$ cat src/rtl/fft_input_loader.sv
// fft_input_loader: streams samples into the four FFT input banks, pulses start, waits for completion.
// Define FFT_LOAD_DIGIT_REV_EN to write frames in base-4 digit-reversed order.
module fft_input_loader #(
    parameter int N_POINTS = 2048,
    parameter int ADDR_W   = 9,
    parameter int DATA_W   = 16
) (
    input  logic              iCLK,
    input  logic              iRESET,
    input  logic [DATA_W-1:0] iDATA,
    input  logic              iVALID,
    output logic              oREADY,
    input  logic              iFFT_RDY,
    output logic [DATA_W-1:0] oDATA,
    output logic [ADDR_W-1:0] oADDR_WR_0,
    output logic [ADDR_W-1:0] oADDR_WR_1,
    output logic [ADDR_W-1:0] oADDR_WR_2,
    output logic [ADDR_W-1:0] oADDR_WR_3,
    output logic              oWE_0,
    output logic              oWE_1,
    output logic              oWE_2,
    output logic              oWE_3,
    output logic              oSTART,
    output logic              oBUSY,
    output logic              oOVERRUN
);
    localparam int log2_n = $clog2(N_POINTS);
    localparam logic [log2_n-1:0] last_n = log2_n'(N_POINTS - 1);

    typedef enum logic [1:0] {IDLE, LOAD, START, WAIT} state_t;

    state_t            state, next_state;
    logic [log2_n-1:0] n, idx;
    logic [ADDR_W-1:0] addr [4];
    logic [3:0]        we;
    logic              accept;

    assign accept = iVALID & oREADY;

    always_ff @(posedge iCLK or posedge iRESET)
        if (iRESET) state <= IDLE;
        else        state <= next_state;

    always_comb begin
        next_state = state;
        case (state)
            IDLE:    if (accept) next_state = LOAD;
            LOAD:    if (accept && n == last_n) next_state = START;
            START:   next_state = WAIT;
            WAIT:    if (iFFT_RDY) next_state = IDLE;
            default: next_state = IDLE;
        endcase
    end

    always_comb begin
        oSTART = state == START;
        oBUSY  = state != IDLE;
    end

    // Ready is registered from the upcoming state so it never depends on iVALID.
    always_ff @(posedge iCLK or posedge iRESET)
        if (iRESET) oREADY <= 1'b0;
        else        oREADY <= next_state == IDLE || next_state == LOAD;

    always_ff @(posedge iCLK or posedge iRESET)
        if (iRESET)                  n <= '0;
        else if (next_state == IDLE) n <= '0;
        else if (accept)             n <= n + 1'b1;

    always_comb begin
        idx = n;
`ifdef FFT_LOAD_DIGIT_REV_EN
        for (int i = 0; i < log2_n / 2; i++)
            idx[2*i +: 2] = n[2*(log2_n/2 - 1 - i) +: 2];
`endif
    end

    always_ff @(posedge iCLK or posedge iRESET)
        if (iRESET) begin
            oDATA <= '0;
            we    <= '0;
            addr  <= '{default: '0};
        end else begin
            we <= accept ? 4'(1) << idx[1:0] : 4'(0);
            if (accept) begin
                oDATA          <= iDATA;
                addr[idx[1:0]] <= ADDR_W'(idx >> 2);
            end
        end

    always_ff @(posedge iCLK or posedge iRESET)
        if (iRESET)                      oOVERRUN <= 1'b0;
        else if (state == WAIT && iVALID) oOVERRUN <= 1'b1;

    assign {oWE_3, oWE_2, oWE_1, oWE_0} = we;
    assign oADDR_WR_0 = addr[0];
    assign oADDR_WR_1 = addr[1];
    assign oADDR_WR_2 = addr[2];
    assign oADDR_WR_3 = addr[3];
endmodule

$ cat config.mk
export PLATFORM = sky130hd
export DESIGN_NAME = fft_input_loader
export DESIGN_NICKNAME = d
export VERILOG_FILES = /design/src/rtl/fft_input_loader.sv
export SDC_FILE = /design/constraint.sdc
export NUM_CORES = 1
export LEC_CHECK = 0
export CAP_MARGIN = 10
export CORE_AREA = 5 5 151 95
export DETAILED_ROUTE_END_ITERATION = 10
export DIE_AREA = 0 0 156 100
export PLACE_DENSITY = 0.44
export SLEW_MARGIN = 25
export SYNTH_ARGS = -nofsm -noshare
export SYNTH_HDL_FRONTEND = slang
export SYNTH_SLANG_ARGS = --single-unit
$ cat constraint.sdc
create_clock -name iCLK -period 4.3 [get_ports iCLK]
set_clock_uncertainty 0.1 [all_clocks]
set_input_delay 0.43 -clock iCLK [delete_from_list [all_inputs] [get_ports iCLK]]
set_output_delay 0.43 -clock iCLK [all_outputs]
set_load 0.005 [all_outputs]
# == Word-level counts from Yosys, hierarchy flattened ==
# Index checks and enable logic that the tools add are counted.
# op_classes
n_addsub,1
n_lt_le_gt_ge,2
eq_ne,5
n_shift,1
mux,10
bitwise_logic,2
n_reduce_logical,8
# ops
operator,n
$bwmux 36,1
$mux 11,2
$demux 9 s2,1
$add 11x1->11 const B,1
$eq 11x11->1 const B,1
$mux 9,1
$pmux 2 s4,1
$mux 2,3
$eq 2x1->1 const B,2
$eq 2x2->1 const B,2
$logic_not 2->1,2
$mux 4,1
$reduce_bool 2->1,2
$shl 1x2->4 const A,1
$ge 3x3->1 const B,1
$logic_and 1x1->1,3
$lt 3x1->1 const B,1
$not 2->3,1
$and 1x1->1,1
$logic_or 1x1->1,1
# word_totals
reg_bits,71
output_inout_bits,60

# == Depth between registers and ports, before layout ==
# Gate-level depths: netlist (run 1).
# depth
depth_word,6
depth_mapped,6
ltp_nobuf,5

# == Least setup slack after synthesis (run 1) ==
# OpenSTA, ideal clock, no wires.
# synth_timing
path_kind,register -> register
start,register n[1] (netlist: idx[1])
end,register n[8] (netlist: idx[8])
setup_ps,75
arrival_time_ps,1383
t_required_ps,4125
setup_slack_ps,2742
path_stages_with_launch,5
path_cell_list,dfrtp_1 ha_1 nand4_4 or4_4 a21oi_2
# synth_between
elab_chain_cells,6
# synth_lines
element,line,text
from (decl),33,"logic [log2_n-1:0] n, idx;"
from (signal assigned),68,else if (accept) n <= n + 1'b1;
$eq 11x11->1,48,LOAD: if (accept && n == last_n) next_state = START;
$logic_and 1x1->1,48,
$mux 2,48,
$pmux 2 s4,46,case (state)
$logic_not 2->1,67,else if (next_state == IDLE) n <= '0;
$mux 11 / $reduce_bool 2->1 (equally long branches),-,
# Several ways; a longest one is shown, not always the timed one. The select of a mux whose other input is x is not followed.
# A chain may end at the register's enable or synchronous reset.

# == Final worst setup path (run 1) ==
# layout_timing
start,input port iVALID
end,register addr (netlist bit oADDR_WR_0[0])
# layout_between
elab_chain_cells,1
# layout_lines
element,line,text
from (decl),11,"input logic iVALID,"
$and 1x1->1,38,assign accept = iVALID & oREADY;
"to (signal, indexed assignment)",87,addr[idx[1:0]] <= ADDR_W'(idx >> 2);
to (decl),34,logic [ADDR_W-1:0] addr [4];
# Every way passes these cells.

==> metrics, run 1 <==
setup bufs post-CTS 0; Tmin final approximately 2.2 ns; Pleak 1.820 nW; fmax 461.5 MHz; Least-Margin Pin Slew 0.8167 ns; First DRT Iteration DRCs 62; Cell Count, Final, Fillers Out 474; CP Data Arrival Time about 2.3 ns; Post-Syn Area between 2000 and 3000 sq um; drt drc 0; routed len/inst 15.45 um; DP HPWL between 5000 and 6000 um; vias per cell around 4.1; top cell type's share of synthesized area 61.69%; vias in the first global route around 2200; sequential area share after synthesis 61.69%; Synth Flop Type dfrtp_1; synth-to-layout area growth 45.00%; drt pass-1 iters 4; PnR worst setup slack between 2 and 2.5 ns; core area 12690 sq um; Total Routing Usage GR 10.04%; CP startpoint kind input port; status complete, no violations; CP endpoint kind flop; maxcap violations 0; post-cts sizing count 0; hold buffers post-CTS 0; syn nets 242; Die Wd 156 um; fin. max-slew vios 0; Die H 100 um; final setup TNS 0 ns; Die Footprint 15600 sq um; Rows 32; final WL 7322 um; Port Buf Inserts 79; worst hold path class reg2reg; Worst-path clk slew roughly 0.060 ns; DR vias between 1500 and 2000; final hold violations 0; dpl ws 1.770 ns; # diodes 0; synthesized area per cell 13.21 sq um; ANT nets after route 0; Clock Tree Root clkbuf_16; RSZ-0062 raised after global routing false; ratio of cells with drive above 1 in the final layout 23.36%; GPL Wtd Cong 0.7056; yosys warns 0; Num Clock Sinks 71; # nets final 323; P per Cell Area 521.3 nW/um^2; CTS tree yes; worst-skew pair later-pin latency between 0.3 and 0.4 ns; Rel. slew slack 45.49%; CP required 4.41 ns; Area contributors post-synth dfrtp_1 (62%), mux2_2 (17%), o21ai_0 (2.3%), nand2_1 (2.0%), nand3_1 (1.9%); IO Pins 80; number of synthesized register bits slightly above 70; worst hold slack 0.3777 ns; H-tree depth 3; kind of critical path in2reg; Post-Syn Instances 218; initial cell density of the core 22.69%; first-pass GRT wire length 12040 um; Placed Cells roughly 460; grt ovf 0; clock tree buffer depth 2; total CTS buffers 9; Max rail drop VDD 234.5 uV; Async SR Flop Fraction 100.0%; total power roughly 0.0022 W; initial antenna violation count 0; crit path max fanout 12; Distinct cells, synth 35; Final setup violation count 0; area leader, netlist dfrtp_1; largest net degree at the start of global routing 46; EDFF count, synth 0; Final period util 50.39%
==> layout make-up <==
class	instances	area [sq um]
multi-input cells	126	1011
clock inverters	6	92.59
clock buffers	10	239.0
fillers	1259	8516
inverters	10	38.79
repair buffers	81	805.8
flip-flops and latches	71	1777
well taps	170	212.7
==> report_power, final <==
part	total [W]	switching [W]	internal, W
logic	0.000482	0.000206	0.000277
clock network	0.000818	0.000291	0.000527
registers	0.000877	0.0000920	0.000785
total	0.00218	0.000589	0.00159
==> cells by family after synthesis <==
logic type | Yosys count | synth area share (%)
flip-flops | 71 | 61.69
buffers and inverters | 21 | 3.215
AND/OR/NAND/NOR | 47 | 9.252
multiplexers | 46 | 17.85
adder cells (fa/ha/maj) | 4 | 1.738
AO/OA/AOI/OAI | 27 | 5.647
XOR/XNOR | 2 | 0.6083
==> through the flow <==
step | utilization (%) | area, sq um
floorplan | - | 2880
global placement | 30.28 | 3844
detailed placement | 30.28 | 3844
CTS | 32.90 | 4175
global route | 32.91 | 4177
finish | 32.91 | 4177
==> critical path, cell delays in order <==
cell	delay, ns
clkdlybuf4s50_1	0.76
nand3_1	0.61
mux2_2	0.47
==> cells in the final DEF, fill, tap and decap left out, types with 2 or more instances in the layout <==
| cell type | count |
|---|---|
| or3_1 | 2 |
| or3_2 | 2 |
| clkinvlp_4 | 2 |
| mux2i_1 | 3 |
| nand4_1 | 2 |
| nand2_1 | 15 |
| dfrtp_1 | 71 |
| o21ai_0 | 13 |
| o31ai_1 | 2 |
| a21oi_1 | 6 |
| nor2_1 | 2 |
| nand3b_1 | 3 |
| clkbuf_16 | 9 |
| mux2_2 | 43 |
| inv_1 | 9 |
| nand3_1 | 11 |
| bufinv_16 | 2 |
| clkdlybuf4s50_1 | 79 |
| ha_1 | 4 |
| nor2b_1 | 2 |
| buf_4 | 2 |
| nor4_1 | 2 |
==> registers in the layout, indices dropped and copies added (netlist names) <==
register / cells
idx: 11
oADDR_WR_0: 9
oADDR_WR_1: 9
oADDR_WR_2: 9
oADDR_WR_3: 9
oDATA: 16
oOVERRUN: 1
oREADY: 1
state: 2
we: 4
==> per-layer routing <==
layer | share of wire, % | vias to the layer above | global-route usage, %
li1 | - | 928 | -
met4 | 0.78 | 0 | 2.555
met2 | 39 | 72 | 13.43
met3 | 12 | 8 | 6.635
met5 | 0 | - | 0
met1 | 48 | 952 | 13.25
==> synth_stat cells (2+ instances only) <==
| library cell | number |
|---|---|
| a21oi_1 | 6 |
| buf_1 | 2 |
| buf_2 | 5 |
| buf_4 | 2 |
| clkbuf_1 | 2 |
| dfrtp_1 | 71 |
| ha_1 | 4 |
| inv_1 | 10 |
| mux2_2 | 43 |
| mux2i_1 | 3 |
| nand2_1 | 15 |
| nand3_1 | 11 |
| nand3b_1 | 3 |
| nand4_1 | 2 |
| nor2_1 | 2 |
| nor2b_1 | 2 |
| nor4_1 | 2 |
| o21ai_0 | 13 |
| o31ai_1 | 2 |
| or3_1 | 2 |
| or3_2 | 2 |
==> final timing paths <==
check,startpoint,end,slack [ns],depth (start not counted)
setup reg to reg,idx[1],oADDR_WR_0[0],2.33,4
max in group asynchronous,iRESET,oADDR_WR_3[6],2.91,3
setup / recovery,iVALID,oADDR_WR_0[0],2.13,3
hold reg to reg,oOVERRUN,oOVERRUN,0.38,1
min in group asynchronous,iRESET,oDATA[4],0.45,2
hold / removal,oOVERRUN,oOVERRUN,0.38,1
(Power assumes the default switching activity.)
==> run 2, diff against run 1 <==
--- a/config.mk
+++ b/config.mk
@@ -9,7 +9,7 @@
 export CORE_AREA = 5 5 151 95
 export DETAILED_ROUTE_END_ITERATION = 10
 export DIE_AREA = 0 0 156 100
-export PLACE_DENSITY = 0.44
+export PLACE_DENSITY = 0.45
 export SLEW_MARGIN = 25
 export SYNTH_ARGS = -nofsm -noshare
 export SYNTH_HDL_FRONTEND = slang
==> constraint.sdc (replaced) <==
create_clock -name iCLK -period 1.8 [get_ports iCLK]
set_clock_uncertainty 0.1 [all_clocks]
set_input_delay 0.18 -clock iCLK [delete_from_list [all_inputs] [get_ports iCLK]]
set_output_delay 0.18 -clock iCLK [all_outputs]
set_load 0.005 [all_outputs]
==> run 2 against run 1 <==
  * Power rose by 140%
  * Die area unchanged
  * First-iteration DRC count grew 3.2%
  * Final area up 4.0%
  * Register-to-register slack lost 2.2 ns
  * Critical path type is now reg2out
  * Flip-flop and latch count stayed put
  * Hold slack lost 0.26 ns
  * Critical path depth shrank 1
  * Sequential power is 140% higher
  * Clock power is 130% higher
  * Non-clock buffer count rose by 17
  * Clock-buffer cell count stayed put
==> metrics, run 2 (same netlist as run 1, synthesis figures left out) <==
Fillers 1243; CP Data Arrival Time 1.41 ns; CP required about 1.5 ns; First DRT Iteration DRCs 64; Worst path max stage delay 0.51 ns; total CTS buffers 9; dpl ws -0.07320 ns; first-pass GRT wire length 11900 um; clock tree buffer depth 2; Crit path buffers/inverters 1; # diodes 0; status complete, no violations; synth-to-layout area growth 50.74%; worst hold path class in2async; DP HPWL 5387 um; CP startpoint kind flop; Final setup violation count 0; crit path max fanout 9; Largest register FFs 16; DR vias 2024; Num Clock Sinks roughly 70; routed len/inst 14.75 um; CTS tree yes; Levels on crit path 2; initial cell density of the core approximately 23%; Pleak between 1.5 and 2 nW; critical path's top delay family buffers and inverters; vias in the first global route 2193; final WL between 7000 and 8000 um; H-tree depth 3; Placed Area just over 4000 sq um; RSZ-0062 raised after global routing false; IO Pins 80; CP endpoint kind output port; drt pass-1 iters 4; Final Cell Area roughly 4300 sq um; Clock Tree Root clkbuf_16; kind of critical path reg2out; Max rail drop VDD roughly 630 uV; Die H 100 um; grt ovf 0; ANT nets after route 0; largest net degree at the start of global routing 36; capture point of the worst path oSTART; final hold violations 0; maxcap violations 0; ratio of cells with drive above 1 in the final layout between 20 and 30%; fmax 592.1 MHz; Critical Path, Cell by Cell nor2b_1 > clkdlybuf4s50_1; P per Cell Area 1207 nW/um^2; Rel. slew slack between 60% and 70%; Die Footprint 15600 sq um; Total Routing Usage GR 9.940%; worst reg2reg path endpoint idx[8]; CP max stage cell clkdlybuf4s50_1; worst-skew pair later-pin latency 0.33 ns; fin. max-slew vios 0; r2r setup slk between 0.1 and 0.15 ns; Least-Margin Pin Slew 0.4506 ns; core area approximately 13000 sq um; # nets final 340; initial antenna violation count 0; GPL Wtd Cong 0.7588; Tmin final 1.689 ns; Worst setup startpoint state[1]; vias per cell 4.122; R2R cell count 4; drt drc 0; most common cell after layout, fill and taps aside clkdlybuf4s50_1; PnR worst setup slack ~0.11 ns; most frequent cells in the layout clkdlybuf4s50_1 (78), dfrtp_1 (68), mux2_2 (43); hold buffers post-CTS 0; Port Buf Inserts between 70 and 80; Final Util approximately a third; Die Wd 156 um; Rows 32; Worst-path clk slew 0.06 ns; Final period util 93.84%; Top reg by flops oDATA; final setup TNS 0 ns; reg2reg start idx[1]
-- run 2: changes by cell type in the layout (fill, tap and decap cells not counted) --
cell             delta
buf_4              +13
buf_12              +4
dfrtp_1             -3
dfrtp_2             +3
clkbuf_1            +1
clkbuf_8            -1
clkdlybuf4s50_1     -1
clkinv_2            +1
clkinv_4            -1
clkinvlp_4          +1
dlygate4sd2_1       +1
inv_6               -1
-- run 2: cell type report --
| class | count | area (sq um) | area share, % |
|---|---|---|---|
| flip-flops and latches | 71 | 1780 | 41.01 |
| multi-input cells | 126 | 1011 | 23.29 |
| repair buffers | 98 | 982.2 | 22.62 |
| clock buffers | 10 | 229.0 | 5.274 |
| well taps | 170 | 212.7 | 4.899 |
| clock inverters | 6 | 85.08 | 1.960 |
| inverters | 10 | 41.29 | 0.9510 |
-- run 2: worst register-to-register path: stages (launching register included) --
cell and delay [ns]:
dfrtp_1 0.43, ha_1 0.24, nand4_4 0.15, or4_4 0.55
a21oi_2 0.14
-- run 2: worst min-delay path by stage --
| stage | from | depth (start not counted) | endpoint | slack (ns) |
|---|---|---|---|---|
| finish | iRESET | 2 | oADDR_WR_2[4] | 0.12 |
| global route | iRESET | 2 | we[2] | 0.14 |
| CTS | iRESET | 2 | oADDR_WR_3[0] | 0.12 |
| detailed placement | oOVERRUN | 1 | oOVERRUN | 0.36 |
| global placement | oOVERRUN | 1 | oOVERRUN | 0.36 |
| floorplan | iDATA[10] | 1 | oDATA[10] | 0.23 |
-- run 2: per-stage QoR --
step	total power, W	hold WS, ns	cells
after detailed placement	0.003439	0.3612	475
after global placement	0.003426	0.3616	475
after floorplan	0.002615	0.2305	218
final	0.005240	0.1166	491
after CTS	0.005346	0.1192	491
after global routing	0.005565	0.1415	491
-- run 2: per-layer routing --
metal	vias to the layer above	part of all wire (%)	track usage [%]
met4	0	1.3	3.564
met5	-	0	0
met3	7	12	6.204
met1	976	48	13.13
met2	75	38	13.07
li1	966	-	-
-- run 2: repair_timing --
item	in CTS	in global routing
hold endpoints to repair	0	0
endpoints found under the setup margin	2	0
buffers inserted	0	0
gates resized for setup	4	0
-- run 2: where the power goes --
| group | internal, W | total, W | switching (W) |
|---|---|---|---|
| clock | 0.00121 | 0.00186 | 0.000657 |
| sequential | 0.00188 | 0.00208 | 0.000206 |
| combinational | 0.000769 | 0.00130 | 0.000526 |
==> run 3, diff against run 2 <==
--- a/config.mk
+++ b/config.mk
@@ -7,9 +7,11 @@
 export LEC_CHECK = 0
 export CAP_MARGIN = 10
 export CORE_AREA = 5 5 151 95
+export CTS_CLUSTER_DIAMETER = 80
 export DETAILED_ROUTE_END_ITERATION = 10
 export DIE_AREA = 0 0 156 100
 export PLACE_DENSITY = 0.45
+export RECOVER_POWER = 100
 export SLEW_MARGIN = 25
 export SYNTH_ARGS = -nofsm -noshare
 export SYNTH_HDL_FRONTEND = slang
==> run 3 against run 2 <==
  * Final cell count unchanged
  * Clock power barely moved
  * Highest routed layer unchanged
  * Critical path type is now reg2reg
  * Critical endpoint is now idx[8]
  * Combinational power decreased by 9%
  * Sequential share of layout area up 0.49 points
==> metrics, run 3 (same netlist as run 1, synthesis figures left out) <==
Port Buf Inserts 79; worst hold path class in2async; Placed Cells 475; drt drc 0; CTS tree yes; initial antenna violation count 0; crit path max fanout 8; vias in the first global route 2193; R2R cell count 4; worst reg2reg path endpoint idx[8]; CP startpoint kind flop; GPL Wtd Cong 0.7588; r2r setup slk 0.10 ns; Cell Count, Final, Fillers Out roughly 490; CP Data Arrival Time 1.85 ns; CP endpoint kind flop; total CTS buffers 9; clock tree buffer depth 2; Final period util a little over nine tenths; RSZ-0062 raised after global routing false; Fillers about 1300; kind of critical path reg2reg; Largest register FFs 16; Placed Area just over 4000 sq um; Num Clock Sinks 71; ratio of cells with drive above 1 in the final layout 26.17%; final hold violations 0; final WL 7224 um; worst-skew pair later-pin latency roughly 0.33 ns; # diodes 0; initial cell density of the core a little under a quarter; final setup TNS 0 ns; Final setup violation count 0; P per Cell Area 1193 nW/um^2; routed len/inst roughly 15 um; # nets final 340; H-tree depth 3; most frequent cells in the layout dfrtp_1 (68), dlygate4sd3_1 (59), mux2_2 (43); Die H 100 um; maxcap violations 0; core area 12690 sq um; Rows 32; reg2reg start idx[1]; drt pass-1 iters 4; largest net degree at the start of global routing 36; Tmin final 1.697 ns; Pleak 1.999 nW; Worst-path clk slew 0.06 ns; DR vias 2045; Final Util 33.80%; hold buffers post-CTS 0; multi-input logic area a little over 1000 sq um; fin. max-slew vios 0; Total Routing Usage GR 9.940%; first-pass GRT wire length 11900 um; area occupied by registers approximately 1800 sq um; most common cell after layout, fill and taps aside dfrtp_1; vias per cell 4.165; status complete, no violations; IO Pins 80; Top reg by flops oDATA; First DRT Iteration DRCs 73; Die Wd 156 um; synth-to-layout area growth 48.96%; PnR worst setup slack 0.1033 ns; grt ovf 0; ANT nets after route 0; Die Footprint 15600 sq um; DP HPWL 5387 um; Rel. slew slack between 40% and 50%; dpl ws -0.07320 ns; setup bufs post-CTS 0; Least-Margin Pin Slew 0.8456 ns; fmax 589.4 MHz; CP required 1.95 ns; Clock Tree Root clkbuf_16; Final Cell Area between 4000 and 5000 sq um; Max rail drop VDD 631.7 uV
-- run 3: cell types whose count changed in the layout (fill, tap and decap cells not counted), sizes merged --
cell | before | now
dlygate4sd3 | 0 | 59
clkdlybuf4s50 | 78 | 19
clkbuf | 10 | 18
buf | 19 | 11
-- run 3: per-stage QoR --
step           hold WS (ns)  power (W)
3_5_place_dp         0.3612   0.003439
2_1_floorplan        0.2305   0.002615
3_3_place_gp         0.3616   0.003426
5_1_grt              0.3518   0.005443
6_report             0.3298   0.005117
4_1_cts              0.1192   0.005346
-- run 3: routing by layer --
| layer | part of all wire, % | routed length [um] | GRT usage, % |
|---|---|---|---|
| met5 | 0 | 0 | 0 |
| met4 | 1.3 | 97 | 3.564 |
| met3 | 12 | 863 | 6.204 |
| met2 | 39 | 2787 | 13.07 |
| met1 | 48 | 3475 | 13.13 |
-- run 3: area by class of cell --
type	instances	share of cell area, %
clock buffer	10	5.337
sequential	71	41.50
inverter	10	0.9041
multi-input combinational	126	23.51
clock inverter	6	1.983
timing repair buffer	98	21.81
tap	170	4.958
-- run 3: timing repair --
item                       4_1_cts  5_1_grt
resized for setup                4        0
setup endpoints to repair        2        0
hold endpoints to repair         0        0
-- run 3: worst max path at each step --
| stage | startpoint | end | slack [ns] | cells after the start |
|---|---|---|---|---|
| 3_5_place_dp | iVALID | idx[8] | -0.07 | 4 |
| 2_1_floorplan | idx[1] | idx[8] | 0.24 | 4 |
| 6_report | idx[1] | idx[8] | 0.10 | 4 |
| 4_1_cts | state[0] | oSTART | 0.09 | 2 |
| 3_3_place_gp | iVALID | oADDR_WR_1[5] | -0.06 | 5 |
| 5_1_grt | idx[1] | idx[8] | 0.004 | 4 |
-- run 3: critical path, stage by stage (launching register included) --
cell and delay [ns]:
dfrtp_1 0.43, ha_1 0.25, nand4_4 0.16, or4_4 0.55
a21oi_2 0.14
-- run 3: where the power goes --
| part | internal (W) | switching [W] | leakage (nW) | total [W] |
|---|---|---|---|---|
| clock | 0.00121 | 0.000656 | 0.148 | 0.00186 |
| sequential | 0.00187 | 0.000198 | 0.914 | 0.00207 |
| combinational | 0.000659 | 0.000522 | 0.936 | 0.00118 |
==> RTL change, RTL diff (settings of run 2) <==
Make the reset (`iRESET`) synchronous in 5 clocked blocks.
--- a/src/rtl/fft_input_loader.sv
+++ b/src/rtl/fft_input_loader.sv
@@ -38,5 +38,5 @@
     assign accept = iVALID & oREADY;
 
-    always_ff @(posedge iCLK or posedge iRESET)
+    always_ff @(posedge iCLK)
         if (iRESET) state <= IDLE;
         else        state <= next_state;
@@ -59,9 +59,9 @@
 
     // Ready is registered from the upcoming state so it never depends on iVALID.
-    always_ff @(posedge iCLK or posedge iRESET)
+    always_ff @(posedge iCLK)
         if (iRESET) oREADY <= 1'b0;
         else        oREADY <= next_state == IDLE || next_state == LOAD;
 
-    always_ff @(posedge iCLK or posedge iRESET)
+    always_ff @(posedge iCLK)
         if (iRESET)                  n <= '0;
         else if (next_state == IDLE) n <= '0;
@@ -76,5 +76,5 @@
     end
 
-    always_ff @(posedge iCLK or posedge iRESET)
+    always_ff @(posedge iCLK)
         if (iRESET) begin
             oDATA <= '0;
@@ -89,5 +89,5 @@
         end
 
-    always_ff @(posedge iCLK or posedge iRESET)
+    always_ff @(posedge iCLK)
         if (iRESET)                      oOVERRUN <= 1'b0;
         else if (state == WAIT && iVALID) oOVERRUN <= 1'b1;
Function: differs if iRESET is asserted again (counterexample within 4 cycles, from zero or initial values and one cycle with iRESET high); with iRESET held inactive, the same outputs for 10 cycles.
==> RTL change against run 2 <==
Sequential cell count did not move. Core utilization fell by 2.0 points. Cell area fell by 5.9%. Worst hold slack improved by 0.020 ns. Final cell count rose by 21%. Worst setup slack got worse by 0.036 ns. Area after synthesis fell by 8.0%. Maximum frequency fell by 2.1%. Routed wire length rose by 12%. Critical path depth did not move. Critical path type unchanged.
Power is not compared: it rests on default switching activity, and its combinational part moved more than twofold at a synthesized area within 25%.
==> RTL change: results <==
export IMPL_status="finished, final reports clean"
export IMPL_grt_max_degree=60
export IMPL_drt_wl_total_um=8120
export IMPL_netlist_top_cells_area="dfxtp_1 (54%), nand2_1 (16%), a21oi_1 (12%)"
export IMPL_drt_iter0_drc=105
export IMPL_antenna_found_initial=0
export IMPL_rrSetupSlack_ns=0.24
export IMPL_top_layer_used="met4"
export IMPL_grt_use_met1_pct=15.1
export IMPL_crit_end="oBUSY"
export IMPL_cts_root_buf="clkbuf_16"
export IMPL_routabilityCongestion=0.746
export IMPL_dp_hpwl_um=5890
export IMPL_period_minus_slack_ns=1.73
export IMPL_ir_drop_mv=0.453
export IMPL_maxSlewHeadroom_pct=57.3
export IMPL_avgSynthCellArea_sq_um=8.13
export IMPL_r2r_end="state[1]$_SDFF_PP0_"
export IMPL_nNetsFinal=442
export IMPL_dpl_worst_slack_ns=-0.000226
export IMPL_holdWs_ns=0.137
export IMPL_via_count=2485
export IMPL_cts_made_buffers=9
export IMPL_clkTransAtPathRegs_ns=0.06
export IMPL_route_met2_wl_um=3200
export IMPL_hold_path_class="in -> reg"
export IMPL_synth_ff_type="dfxtp_1"
export IMPL_startpoint="state[0]$_SDFF_PP0_"
export IMPL_portBuffers=79
export IMPL_endpoint_kind="primary output"
export IMPL_regMostFlops="oDATA"
export IMPL_cp_max_fo=7
export IMPL_synth_commonest_cells="nand2_1 (113), dfxtp_1 (71), a21oi_1 (61)"
export IMPL_grt_pass1_wl_um=13100
export IMPL_grtUsageMet3_pct=4.61
export IMPL_ys_seq_area_share_pct=53.7
export IMPL_globalRouteMet2Util_pct=15.1
export IMPL_r2r_start="idx[0]$_SDFFE_PP0P_"
export IMPL_power_switching_share_pct=21.5
export IMPL_grt_pass1_vias=2436
export IMPL_antenna_diode_count=0
export IMPL_clkLatencyLatePin_ns=0.33
export IMPL_leakage_nw=1.39
export IMPL_drive_above_1_share_pct=10.4
export IMPL_post_cts_resized=1
export IMPL_syn_nets=350
export IMPL_ys_types=28
export IMPL_wl_met1_um=4270
export IMPL_hold_depth=4
export IMPL_first_pass_iters=4
export IMPL_wl_met3_um=584
export IMPL_htree_num_levels=3
export IMPL_synthArstFlopShare_pct=0
export IMPL_grt_usage_pct=10.8
export IMPL_worstPathArrival_ns=1.45
export IMPL_min_to="idx[10]$_SDFFE_PP0P_"
export IMPL_post_cts_buffers=0
export IMPL_largest_reg_flops=16
==> RTL change: cell types whose count changed in the layout (fill, tap and decap cells not counted), moves of 6 or more <==
cell / change
a21oi_1: +55
buf_4: +6
dfrtp_1: -68
dfxtp_1: +70
mux2_2: -43
nand2_1: +98
o21ai_0: -9
==> RTL change: cells by family after synthesis <==
family / Yosys count / share of synthesized area (%)
and+or+nand+nor: 151 / 25.4
buffers and inverters: 27 / 4.35
AOI/OAI and AO/OA: 70 / 13.7
DFF: 71 / 53.7
xor gates and xnor gates: 1 / 0.331
muxes: 2 / 0.756
adders and majority gates: 4 / 1.89
==> RTL change: stage by stage <==
stage          cell area [sq um]  power [W]  instances  setup TNS [ns]
5_1_grt                     4090    0.00391        593               0
3_3_place_gp                3750    0.00185        577               0
6_report                    4090    0.00377        593               0
4_1_cts                     4090    0.00383        593               0
3_5_place_dp                3750    0.00185        577       -0.000226
2_1_floorplan               2650    0.00172        326               0
==> RTL change: power by group through the flow <==
stage | registers, W | logic [W] | clock network [W]
detailed placement | 0.00164 | 0.000208 | 0
finish | 0.00161 | 0.000204 | 0.00196
CTS | 0.00161 | 0.000208 | 0.00202
global route | 0.00161 | 0.000224 | 0.00208
global placement | 0.00164 | 0.000204 | 0
floorplan | 0.00164 | 0.0000787 | 0
==> RTL change: area by class of cell <==
| type | count | area (sq um) |
|---|---|---|
| Fill cell | 1316 | 8610 |
| Sequential cell | 71 | 1420 |
| Multi-Input combinational cell | 228 | 1110 |
| Timing Repair Buffer | 102 | 983 |
| Clock buffer | 10 | 239 |
| Tap cell | 170 | 213 |
| Clock inverter | 6 | 92.6 |
| Inverter | 6 | 22.5 |
==> RTL change: worst max-delay path: stages (launching register included) <==
cell,delay (ns)
dfxtp_1,0.37
or2_2,0.29
clkdlybuf4s50_1,0.45
